==> src/rtl/even_parity_pkg.sv <==
`default_nettype none
// ============================================================================
//  Module      : even_parity_pkg
//  Description : Shared types and default sizes for the even-parity receive
//                path: receiver FSM state encoding and default frame and
//                error-counter widths.
//  Revision    : 1.0 - initial release
// ============================================================================
package even_parity_pkg;

    // Receiver FSM state encoding.
    typedef enum logic [1:0] {
        IDLE   = 2'd0,
        DATA   = 2'd1,
        PARITY = 2'd2
    } state_t;

    localparam int DEF_DATA_W = 8;
    localparam int DEF_CNT_W  = 8;

endpackage : even_parity_pkg
`default_nettype wire

==> src/rtl/even_parity_rx_if.sv <==
`default_nettype none
// ============================================================================
//  Module      : even_parity_rx_if
//  Description : Bundle between a serial link front-end (master) and the
//                even-parity receiver (slave).
//                  sin, sin_valid, sof          : serial bit stream in
//                  dout, dout_valid, parity_err : completed word out
//                  frame_abort                  : partial frame discarded
//                  err_cnt                      : saturating failure count
//  Revision    : 1.0 - initial release
// ============================================================================
interface even_parity_rx_if
    import even_parity_pkg::*;
#(
    parameter int DATA_W = DEF_DATA_W,
    parameter int CNT_W  = DEF_CNT_W
) ();

    logic              sin;
    logic              sin_valid;
    logic              sof;
    logic [DATA_W-1:0] dout;
    logic              dout_valid;
    logic              parity_err;
    logic              frame_abort;
    logic [CNT_W-1:0]  err_cnt;

    // Front-end side: drives the bit stream, observes results.
    modport master (
        output sin, sin_valid, sof,
        input  dout, dout_valid, parity_err, frame_abort, err_cnt
    );

    // Receiver side.
    modport slave (
        input  sin, sin_valid, sof,
        output dout, dout_valid, parity_err, frame_abort, err_cnt
    );

endinterface : even_parity_rx_if
`default_nettype wire

==> src/rtl/even_parity_rx_sat_counter.sv <==
`default_nettype none
// ============================================================================
//  Module      : sat_counter
//  Description : Up-counter that sticks at all-ones instead of wrapping.
//                Usable for any link-error tally.
//                  clk : rising-edge clock
//                  rst : asynchronous active-high reset, clears cnt
//                  inc : count one event this cycle
//                  cnt : current count
//  Revision    : 1.0 - initial release
// ============================================================================
module sat_counter #(
    parameter int CNT_W = 8
) (
    input  wire logic             clk,
    input  wire logic             rst,
    input  wire logic             inc,
    output logic      [CNT_W-1:0] cnt
);

    localparam logic [CNT_W-1:0] c_ONE = CNT_W'(1);
    localparam logic [CNT_W-1:0] c_MAX = {CNT_W{1'b1}};

    logic [CNT_W-1:0] r_cnt;

    always_ff @(posedge clk or posedge rst) begin
        if (rst) begin
            r_cnt <= '0;
        end else if (inc && (r_cnt != c_MAX)) begin
            r_cnt <= r_cnt + c_ONE;
        end
    end

    assign cnt = r_cnt;

endmodule : sat_counter
`default_nettype wire

==> src/rtl/even_parity_rx.sv <==
`default_nettype none
// ============================================================================
//  Module      : even_parity_rx
//  Description : Serial even-parity frame receiver. Collects DATA_W data bits
//                (LSB first, first bit flagged by sof) plus one parity bit,
//                presents the word with a parity-error flag and keeps a
//                saturating count of failed frames.
//                  clk : rising-edge clock
//                  rst : asynchronous active-high reset
//                  bus : even_parity_rx_if slave (stream in, word out)
//  Revision    : 1.0 - initial release
// ============================================================================
module even_parity_rx
    import even_parity_pkg::*;
#(
    parameter int DATA_W = DEF_DATA_W,
    parameter int CNT_W  = DEF_CNT_W
) (
    input  wire logic       clk,
    input  wire logic       rst,
    even_parity_rx_if.slave bus
);

    localparam int                BCNT_W        = $clog2(DATA_W + 1);
    localparam logic [BCNT_W-1:0] c_BCNT_ONE    = BCNT_W'(1);
    localparam logic [BCNT_W-1:0] c_BCNT_FULL   = BCNT_W'(DATA_W);
    // A one-bit word has nothing left to collect after sof.
    localparam state_t            c_AFTER_FIRST = (DATA_W == 1) ? PARITY : DATA;

    state_t            r_state;
    state_t            w_next_state;
    logic [DATA_W-1:0] r_shift;
    logic [BCNT_W-1:0] r_cnt;
    logic              r_par;
    logic [DATA_W-1:0] r_dout;
    logic              r_dout_valid;
    logic              r_parity_err;
    logic              r_frame_abort;
    logic [CNT_W-1:0]  w_err_cnt;

    logic              w_start;
    logic              w_bit;
    logic [BCNT_W-1:0] w_cnt_inc;
    logic              w_shift;
    logic              w_complete;
    logic              w_abort;
    logic              w_err;

    // sof counts only with sin_valid; a sampled sof always restarts a frame.
    assign w_start   = bus.sin_valid & bus.sof;
    assign w_bit     = bus.sin_valid & ~bus.sof;
    assign w_cnt_inc = r_cnt + c_BCNT_ONE;

    // ---------------------------------------------------------------- state
    always_ff @(posedge clk or posedge rst) begin
        if (rst) begin
            r_state <= IDLE;
        end else begin
            r_state <= w_next_state;
        end
    end

    // ----------------------------------------------------------- next state
    always_comb begin
        w_next_state = r_state;
        if (w_start) begin
            w_next_state = c_AFTER_FIRST;
        end else if (w_bit) begin
            case (r_state)
                IDLE:    w_next_state = IDLE;
                DATA:    w_next_state = (w_cnt_inc == c_BCNT_FULL) ? PARITY : DATA;
                PARITY:  w_next_state = IDLE;
                default: w_next_state = IDLE;
            endcase
        end
    end

    // -------------------------------------------------------- FSM controls
    always_comb begin
        w_shift    = 1'b0;
        w_complete = 1'b0;
        w_abort    = 1'b0;
        case (r_state)
            DATA: begin
                w_shift = w_bit;
                w_abort = w_start;
            end
            PARITY: begin
                w_complete = w_bit;
                w_abort    = w_start;
            end
            default: begin
                w_shift    = 1'b0;
                w_complete = 1'b0;
                w_abort    = 1'b0;
            end
        endcase
    end

    assign w_err = r_par ^ bus.sin;

    // ------------------------------------------------------------ datapath
    // The shift register is zeroed when a frame starts, so later bits can be
    // OR-ed into place at the position given by the bit count.
    always_ff @(posedge clk or posedge rst) begin
        if (rst) begin
            r_shift <= '0;
            r_cnt   <= '0;
            r_par   <= 1'b0;
        end else if (w_start) begin
            r_shift <= DATA_W'(bus.sin);
            r_cnt   <= c_BCNT_ONE;
            r_par   <= bus.sin;
        end else if (w_shift) begin
            r_shift <= r_shift | (DATA_W'(bus.sin) << r_cnt);
            r_cnt   <= w_cnt_inc;
            r_par   <= r_par ^ bus.sin;
        end
    end

    // ------------------------------------------------------------- outputs
    always_ff @(posedge clk or posedge rst) begin
        if (rst) begin
            r_dout        <= '0;
            r_dout_valid  <= 1'b0;
            r_parity_err  <= 1'b0;
            r_frame_abort <= 1'b0;
        end else begin
            r_dout_valid  <= w_complete;
            r_frame_abort <= w_abort;
            if (w_complete) begin
                r_dout       <= r_shift;
                r_parity_err <= w_err;
            end
        end
    end

    sat_counter #(
        .CNT_W (CNT_W)
    ) u_err_cnt (
        .clk (clk),
        .rst (rst),
        .inc (w_complete & w_err),
        .cnt (w_err_cnt)
    );

    assign bus.dout        = r_dout;
    assign bus.dout_valid  = r_dout_valid;
    assign bus.parity_err  = r_parity_err;
    assign bus.frame_abort = r_frame_abort;
    assign bus.err_cnt     = w_err_cnt;

endmodule : even_parity_rx
`default_nettype wire

==> src/flat_wrapper.sv <==
// flat-port wrapper written by rule: the top's interface ports become plain ports
module even_parity_rx_flat import even_parity_pkg::*;
#(
    parameter int DATA_W = DEF_DATA_W,
    parameter int CNT_W  = DEF_CNT_W
)
  (clk, rst, bus_sin, bus_sin_valid, bus_sof, bus_dout, bus_dout_valid, bus_parity_err, bus_frame_abort, bus_err_cnt);
  even_parity_rx_if #(.DATA_W(DATA_W), .CNT_W(CNT_W)) bus_i ();
  input  wire logic clk;
  input  wire logic rst;
  input wire logic [$bits(bus_i.sin)-1:0] bus_sin;
  input wire logic [$bits(bus_i.sin_valid)-1:0] bus_sin_valid;
  input wire logic [$bits(bus_i.sof)-1:0] bus_sof;
  output wire logic [$bits(bus_i.dout)-1:0] bus_dout;
  output wire logic [$bits(bus_i.dout_valid)-1:0] bus_dout_valid;
  output wire logic [$bits(bus_i.parity_err)-1:0] bus_parity_err;
  output wire logic [$bits(bus_i.frame_abort)-1:0] bus_frame_abort;
  output wire logic [$bits(bus_i.err_cnt)-1:0] bus_err_cnt;
  assign bus_i.sin = bus_sin;
  assign bus_i.sin_valid = bus_sin_valid;
  assign bus_i.sof = bus_sof;
  assign bus_dout = bus_i.dout;
  assign bus_dout_valid = bus_i.dout_valid;
  assign bus_parity_err = bus_i.parity_err;
  assign bus_frame_abort = bus_i.frame_abort;
  assign bus_err_cnt = bus_i.err_cnt;
  even_parity_rx #(.DATA_W(DATA_W), .CNT_W(CNT_W)) u_core (.clk(clk), .rst(rst), .bus(bus_i));
endmodule
==> config.mk <==
export PLATFORM = sky130hd
export DESIGN_NAME = even_parity_rx_flat
export DESIGN_NICKNAME = d
export VERILOG_FILES = /design/src/rtl/even_parity_pkg.sv /design/src/rtl/even_parity_rx_if.sv /design/src/rtl/even_parity_rx_sat_counter.sv /design/src/rtl/even_parity_rx.sv /design/src/flat_wrapper.sv
export SDC_FILE = /design/constraint.sdc
export NUM_CORES = 1
export LEC_CHECK = 0
export ABC_AREA = 0
export CAP_MARGIN = 25
export CORE_ASPECT_RATIO = 1.2
export CORE_UTILIZATION = 53
export CTS_CLUSTER_DIAMETER = 50
export DETAILED_ROUTE_END_ITERATION = 8
export PLACE_DENSITY = 0.78
export RECOVER_POWER = 50
export SETUP_SLACK_MARGIN = 0.02
export SYNTH_ARGS = -nofsm -noshare
export SYNTH_HDL_FRONTEND = slang
export SYNTH_HIERARCHICAL = 1
export SYNTH_SLANG_ARGS = --single-unit
==> constraint.sdc <==
create_clock -name clk -period 2.31 [get_ports clk]
set_input_delay 0.462 -clock clk [delete_from_list [all_inputs] [get_ports clk]]
set_output_delay 0.462 -clock clk [all_outputs]
set_load 0.02 [all_outputs]
**After elaboration in Yosys (flattened, before gate mapping)**

Index checks and enable logic that the tools add are counted.

- Add/subtract/negate cells: 2
- Equality and inequality tests: 4
- Shift operators: 1
- Multiplexer cells: 13
- Bitwise gates (word level): 6
- Reductions and logical operators: 4

Operator list:

| kind | count |
|---|---|
| $mux 8 | 2 |
| $add 8x1->8 const B | 1 |
| $mux 2 | 4 |
| $mux 4 | 2 |
| $ne 8x8->1 const B | 1 |
| $or 8x8->8 | 1 |
| $shl 1x4->8 | 1 |
| $mux 1 | 5 |
| $add 4x1->4 const B | 1 |
| $eq 4x4->1 const B | 1 |
| $reduce_bool 2->1 | 2 |
| $and 1x1->1 | 3 |
| $eq 2x1->1 const B | 1 |
| $eq 2x2->1 const B | 1 |
| $reduce_or 2->1 | 1 |
| $logic_and 1x1->1 | 1 |
| $not 1->1 | 1 |
| $xor 1x1->1 | 1 |

- Register bits after elaboration: 34
- Input port bits: 5
- Output and inout port bits: 19
- Word-level logic and storage cells: 39

**Depth between registers and ports, before layout**

Gate-level depths: netlist of the first run.

- Word-level depth: 6
- Gate-level depth with buffers: 8
- Mapped depth without buffers: 7

**By module**

Netlist of the first run, hierarchy kept.

Modules (own cells, without submodules):

| module | times used | cells each | area each (sq um) | sequential area each (sq um) |
|---|---|---|---|---|
| even_parity_rx | 1 | 111 | 1227.4 | 650.6 |
| sat_counter | 1 | 38 | 419.2 | 200.2 |

**Least setup slack after synthesis of the first run**

OpenSTA, ideal clock, no wires.

- Kind: input to register
- From: input port bus_sin_valid
- To: register u_core.u_err_cnt.r_cnt[7] (netlist: u_core/u_err_cnt/cnt[7])
- Setup time: 0.128 ns
- Arrival time: 1.805 ns
- Required time: 2.182 ns
- Setup slack: 0.377 ns
- Stages on the path: 7
- Path buffers: 1
- Path through: nor2b_4 -> nand2_2 -> buf_6 -> nor2_1 -> nand3_1 -> nor3_1 -> mux2_1

- Longest elaborated chain between the ends: 4

RTL lines:

| what | line | text |
|---|---|---|
| start: declaration | flat_wrapper.sv:12 | `input wire logic [$bits(bus_i.sin_valid)-1:0] bus_sin_valid;` |
| $and 1x1->1 | even_parity_rx.sv:51 | `assign w_bit = bus.sin_valid & ~bus.sof;` |
| $mux 1 | even_parity_rx.sv:83 | `case (r_state)` |
| $and 1x1->1 | even_parity_rx.sv:143 | `.inc (w_complete & w_err),` |
| $logic_and 1x1->1 | even_parity_rx_sat_counter.sv:29 | `end else if (inc && (r_cnt != c_MAX)) begin` |
| end signal: assignment | even_parity_rx_sat_counter.sv:30 | `r_cnt <= r_cnt + c_ONE;` |
| end: declaration | even_parity_rx_sat_counter.sv:24 | `logic [CNT_W-1:0] r_cnt;` |

No other way between the ends.
A chain may end at the register's enable or synchronous reset.

**Final worst setup path of the first run**

- From: input port bus_sof
- To: register u_core.u_err_cnt.r_cnt[7] (netlist: u_core/u_err_cnt/cnt[7])

- Longest elaborated chain between the ends: 5

RTL lines:

| what | line | text |
|---|---|---|
| start: declaration | flat_wrapper.sv:13 | `input wire logic [$bits(bus_i.sof)-1:0] bus_sof;` |
| $not 1->1 | even_parity_rx.sv:51 |  |
| $and 1x1->1 | even_parity_rx.sv:51 |  |
| $mux 1 | even_parity_rx.sv:83 |  |
| $and 1x1->1 | even_parity_rx.sv:143 |  |
| $logic_and 1x1->1 | even_parity_rx_sat_counter.sv:29 |  |

No other way between the ends.

==> reports/qor.txt, run 1 <==
Site Rows - 21
first-pass GRT wire length - 5.46 mm
Async SR Flop Fraction - 100%
RSZ-0062 raised after global routing - no
endpoints failing hold - 0
TritonCTS sink count - 34
Slowest-stage cell, CP - dlygate4sd3_1
leakage power - 0.941 nW
max_cap viols - 0
CP Data Required Time - 2.53 ns
WP data arrival - 2.18 ns
I/O Pins - 24
placed cell count - 206
CP peak stage delay - 0.55 ns
simple-gate area share of the yosys netlist - 16.9%
die area - 3330 µm²
DRT Pass-1 Iters - 4
post-CTS setup buffer count - 0
routability cong. - 0.794
fraction of layout cells with a size suffix above 1 - 14.4%
Slew HR - 52.0%
ant diodes - 0
mapped cell area - 1650 µm²
Routed Antenna Nets - 0
Routed WL - 3.19 mm
CP cell instances - dlygate4sd3_1 > nor2b_1 > nand2_2 > nor2_1 > nand3_1 > nor3_1 > mux2_1
TritonCTS clock tree - yes
status - finished clean
critical path peak fanout - 4
grt total ovfl - 0
IO buf count - 23
synth warn - 6
DRC - 0
Worst VDD drop - 0.514 mV
largest net degree at the start of global routing - 27
main combinational cell family by area after synthesis - simple AND/OR/NAND/NOR gates
Critical Path Start Type - input pin
Worst Skew - 0.00691 ns
Post-Syn Nets - 159
DIE HEIGHT - 63.1 µm
sequential area share after synthesis - 51.7%
Final #Nets - 189
clock buffer depth - 2
Worst-Skew Late Latency - 0.32 ns
die width - 52.9 µm
Syn Inst Count - 149
Core Area - 2860 µm²
XOR/XNOR Fraction of Synth Area - 1.06%
WL/cell - 14.9 µm
fin crit share - 85.1%
CTS Hold Bufs - 0
Peak Freq - 508 MHz
Vias - 1,215
Synth Area in Compound Gates - 13.1%
endpoint class of the critical path - flip-flop
H-tree levels - 2
Overall Global Routing Usage - 22.5%
mux share of post-synthesis cell area - 9.80%
# setup viols final - 0
Worst-Margin Slew - 0.720 ns
min cycle time layout - 1.97 ns
number of global-route vias before repair - 1,250
CTS clock-pin slew for the worst setup and hold paths - 0.10 ns
synth unique cells - 39
Layout area overhead - 19.1%
dpl hpwl - 2.35 mm
pwr/cell area - 603 nW/µm²
Fillers - 218
Post-synth EDFFs - 0
Clock Tree Root - clkbuf_4
synthesized area per cell - 11.1 µm²
total CTS buffers - 5
antenna violations before repair - 0
Hold WC Path Type - reg -> reg
Layout Cells excl Fill - 214
#FFs+latches synth - 34
Synth Area in Adders - 3.80%
Initial Utilization - 57.5%
initial drt markers - 11
max-slew violations - 0
crit path kind - in -> reg
Synth Flop Type - dfrtp_1
final setup TNS - 0 ns
Vias/cell - 5.68
post-CTS sizing - 0
==> critical path: cells and delay by family <==
kind,cells,cell delay [ns]
buffers and inverters,1,0.55
multiplexers,1,0.34
AND/OR/NAND/NOR,5,0.83
==> placed cells by master, fill, tap and decap left out, types with 3 or more instances in the layout <==
cell | synthesis | routed
dfrtp_1 | 34 | 34
clkdlybuf4s50_1 | 0 | 21
nor2_1 | 18 | 18
nand2_1 | 11 | 11
a21oi_1 | 9 | 9
mux2_4 | 7 | 7
inv_1 | 7 | 7
clkbuf_4 | 0 | 5
nand3_1 | 5 | 5
ha_1 | 5 | 5
clkbuf_1 | 1 | 4
nand4_1 | 4 | 4
a31oi_1 | 4 | 4
nor2b_1 | 2 | 3
o21ai_1 | 3 | 3
nor3_1 | 2 | 3
mux2_1 | 3 | 3
==> path summary, 6_finish.rpt <==
kind                       slack [ns]  cells past startpoint             startpoint                 endpoint
hold reg to reg                  0.49                      1  u_core/bus.parity_err    u_core/bus.parity_err
setup reg to reg                 0.56                      5      u_core/r_state[0]       u_core/bus.dout[0]
min in group asynchronous        0.54                      2                    rst  u_core/u_err_cnt/cnt[7]
setup / recovery                 0.34                      7                bus_sof  u_core/u_err_cnt/cnt[7]
hold / removal                   0.49                      1  u_core/bus.parity_err    u_core/bus.parity_err
max in group asynchronous        1.41                      3                    rst   u_core/bus.frame_abort
==> flip-flops by register name, indices dropped and copies added, names as in the netlist <==
signal,cells
u_core/u_err_cnt/cnt,8
u_core/r_state,2
u_core/r_par,1
u_core/bus.parity_err,1
u_core/r_shift,8
u_core/bus.dout,8
u_core/r_cnt,4
u_core/bus.dout_valid,1
u_core/bus.frame_abort,1
==> synth_stat cells, types with 3 or more instances <==
cell	count	area [µm²]
a21oi_1	9	45.0
a31oi_1	4	25.0
dfrtp_1	34	851
ha_1	5	62.6
inv_1	7	26.3
mux2_1	3	33.8
mux2_4	7	105
nand2_1	11	41.3
nand3_1	5	25.0
nand4_1	4	25.0
nor2_1	18	67.6
o21ai_1	3	15.0
==> where the power goes <==
part / switching, mW / internal [mW] / total (mW)
Combinational: 0.0951 / 0.0738 / 0.169
Sequential: 0.0453 / 0.631 / 0.676
Clock: 0.190 / 0.148 / 0.338
Total: 0.331 / 0.852 / 1.18
==> cell type report <==
cell class / count / area, µm² / area share [%]
Tap cell: 34 / 42.5 / 2.17
Clock inverter: 1 / 5.00 / 0.255
Inverter: 7 / 26.3 / 1.34
Clock buffer: 7 / 55.1 / 2.81
Timing Repair Buffer: 28 / 256 / 13.1
Sequential cell: 34 / 851 / 43.4
Multi-Input combinational cell: 103 / 724 / 36.9
==> per-stage QoR <==
stage	hold WS, ns	power, mW	area [µm²]	worst slack (ns)	utilization (%)
final	0.491	1.18	1960	0.343	68.5
after global routing	0.518	1.25	1960	0.247	68.5
after CTS	0.400	1.20	1980	0.325	69.3
after detailed placement	0.472	0.862	1920	0.175	67.2
after global placement	0.474	0.849	1920	0.237	67.2
after floorplan	0.278	0.807	1650	0.377	-
==> routing by layer <==
metal,vias to the layer above,global-route usage (%),share of wire (%)
li1,588,-,-
met1,584,25.6,42
met2,39,38.4,52
met3,4,5.31,4.5
met4,0,10.2,1.5
met5,-,0,0
==> logic make-up (layout without fill, tap and decap cells) <==
logic type	count (synthesis)	after routing
AND/OR/NAND/NOR	52	52
multiplexers	12	12
AO/OA/AOI/OAI	32	32
XOR/XNOR	2	2
flip-flops	34	34
buffers and inverters	12	43
adder cells (fa/ha/maj)	5	5
Power figures use the tool's default switching activity.
==> run 2, diff against run 1 <==
--- a/config.mk
+++ b/config.mk
@@ -14,6 +14,7 @@
 export PLACE_DENSITY = 0.78
 export RECOVER_POWER = 50
 export SETUP_SLACK_MARGIN = 0.02
+export SLEW_MARGIN = 20
 export SYNTH_ARGS = -nofsm -noshare
 export SYNTH_HDL_FRONTEND = slang
 export SYNTH_HIERARCHICAL = 1
==> results of run 2 <==
No change in the layout: final DEF, timing and power equal those of run 1.
==> run 3, diff against run 2 <==
--- a/config.mk
+++ b/config.mk
@@ -7,7 +7,7 @@
 export LEC_CHECK = 0
 export ABC_AREA = 0
 export CAP_MARGIN = 25
-export CORE_ASPECT_RATIO = 1.2
+export CORE_ASPECT_RATIO = 0.6
 export CORE_UTILIZATION = 53
 export CTS_CLUSTER_DIAMETER = 50
 export DETAILED_ROUTE_END_ITERATION = 8
==> reports/qor.txt, run 3 (synthesized netlist as in run 1, its figures left out) <==
antenna violations before repair - 0
fin crit share - 87.1%
CP peak stage delay - 0.59 ns
final setup TNS - 0 ns
initial drt markers - 65
max_cap viols - 0
number of global-route vias before repair - 1,103
post-CTS setup buffer count - 0
clock buffer depth - 2
DIE HEIGHT - 45.2 µm
CP Data Required Time - 2.48 ns
total CTS buffers - 5
Worst Skew - 0.00144 ns
met3 Usage GRT - 8.04%
leakage power - 0.969 nW
first-pass GRT wire length - 5.35 mm
Initial Utilization - 56.6%
met1 usage - 32.5%
Overall Global Routing Usage - 22.3%
Sequential Area - 851 µm²
Worst VDD drop - 0.321 mV
critical path peak fanout - 10
min cycle time layout - 2.01 ns
# setup viols final - 0
Layout area overhead - 23.4%
ant diodes - 0
CP cell instances - dlygate4sd3_1 > nor2b_4 > nand2_2 > clkbuf_1 > mux2_2
grt total ovfl - 0
post-CTS sizing - 0
Slowest-stage cell, CP - dlygate4sd3_1
Slew HR - 48.7%
CTS Hold Bufs - 0
DRT Pass-1 Iters - 5
die area - 3340 µm²
endpoint class of the critical path - flip-flop
GR peak layer - met1
Fillers - 220
status - finished clean
Core Area - 2910 µm²
Worst-Margin Slew - 0.770 ns
Vias - 1,221
RSZ-0062 raised after global routing - no
Clock Tree Root - clkbuf_8
crit path kind - in -> reg
commonest non-fill, non-tap cell in the layout - dfrtp_1
TritonCTS clock tree - yes
endpoints failing hold - 0
max-slew violations - 0
I/O Pins - 24
die width - 74.0 µm
CTS clock-pin slew for the worst setup and hold paths - 0.07 ns
Critical Path Start Type - input pin
Routed Antenna Nets - 0
pwr/cell area - 679 nW/µm²
grt met2 use - 31.3%
H-tree levels - 2
routability cong. - 0.817
largest net degree at the start of global routing - 27
Site Rows - 15
Layout Cells excl Fill - 222
Final #Nets - 189
area of the multi-input gates - 736 µm²
placed cell count - 214
Worst-Skew Late Latency - 0.28 ns
IO buf count - 23
WL/cell - 14.5 µm
TritonCTS sink count - 34
WP data arrival - 2.19 ns
fraction of layout cells with a size suffix above 1 - 15.0%
commonest cells after routing, fill and taps aside - 34 x dfrtp_1, 21 x clkdlybuf4s50_1, 18 x nor2_1
Hold WC Path Type - reg -> reg
dpl hpwl - 2.29 mm
DRC - 0
Vias/cell - 5.50
Peak Freq - 497 MHz
Routed WL - 3.22 mm
run 3: cell count changes in the layout (fill, tap and decap cells not counted), sizes merged:
cell | before | now
bufinv | 0 | 1
clkinv | 1 | 0
buf | 2 | 3
clkbuf | 10 | 9
run 3: worst max-delay path: cells and delay by family:
family	cells	cell delay [ns]
buffers and inverters	2	1.18
muxes	1	0.41
and+or+nand+nor	2	0.14
run 3: metal layers:
layer / wire length, µm / up-vias
met5: 0 / -
li1: - / 587
met2: 1390 / 35
met4: 32 / 0
met1: 1610 / 594
met3: 182 / 5
run 3: final timing paths:
kind                                   start                       to  slack (ns)  cells after the start
hold reg to reg            u_core/r_shift[0]        u_core/r_shift[0]        0.51                      2
setup / recovery                     bus_sof       u_core/bus.dout[0]        0.30                      5
min in group asynchronous                rst  u_core/u_err_cnt/cnt[6]        0.60                      2
hold / removal             u_core/r_shift[0]        u_core/r_shift[0]        0.51                      2
setup reg to reg           u_core/r_state[0]       u_core/bus.dout[0]        0.50                      5
max in group asynchronous                rst        u_core/r_shift[2]        1.37                      3
run 3: final cells by class:
cell class / count / share of cell area [%]
Sequential cell: 34 / 41.9
Multi-Input combinational cell: 103 / 36.2
Timing Repair Buffer: 28 / 12.8
Clock buffer: 7 / 3.76
Tap cell: 42 / 2.59
Clock inverter: 1 / 1.48
Inverter: 7 / 1.29
run 3: report_power, final:
group / internal (mW) / switching (mW)
combinational: 0.0752 / 0.0958
sequential: 0.632 / 0.0459
clock: 0.323 / 0.208
run 3: through the flow:
step / utilization [%] / worst slack (ns) / power (mW) / instance area, µm² / hold slack (ns)
CTS: 70.2 / 0.399 / 1.39 / 2040 / 0.478
global route: 69.8 / 0.201 / 1.44 / 2030 / 0.524
global placement: 66.5 / 0.219 / 0.853 / 1930 / 0.477
detailed placement: 66.5 / 0.116 / 0.858 / 1930 / 0.492
floorplan: - / 0.377 / 0.807 / 1650 / 0.278
finish: 69.8 / 0.297 / 1.38 / 2030 / 0.505
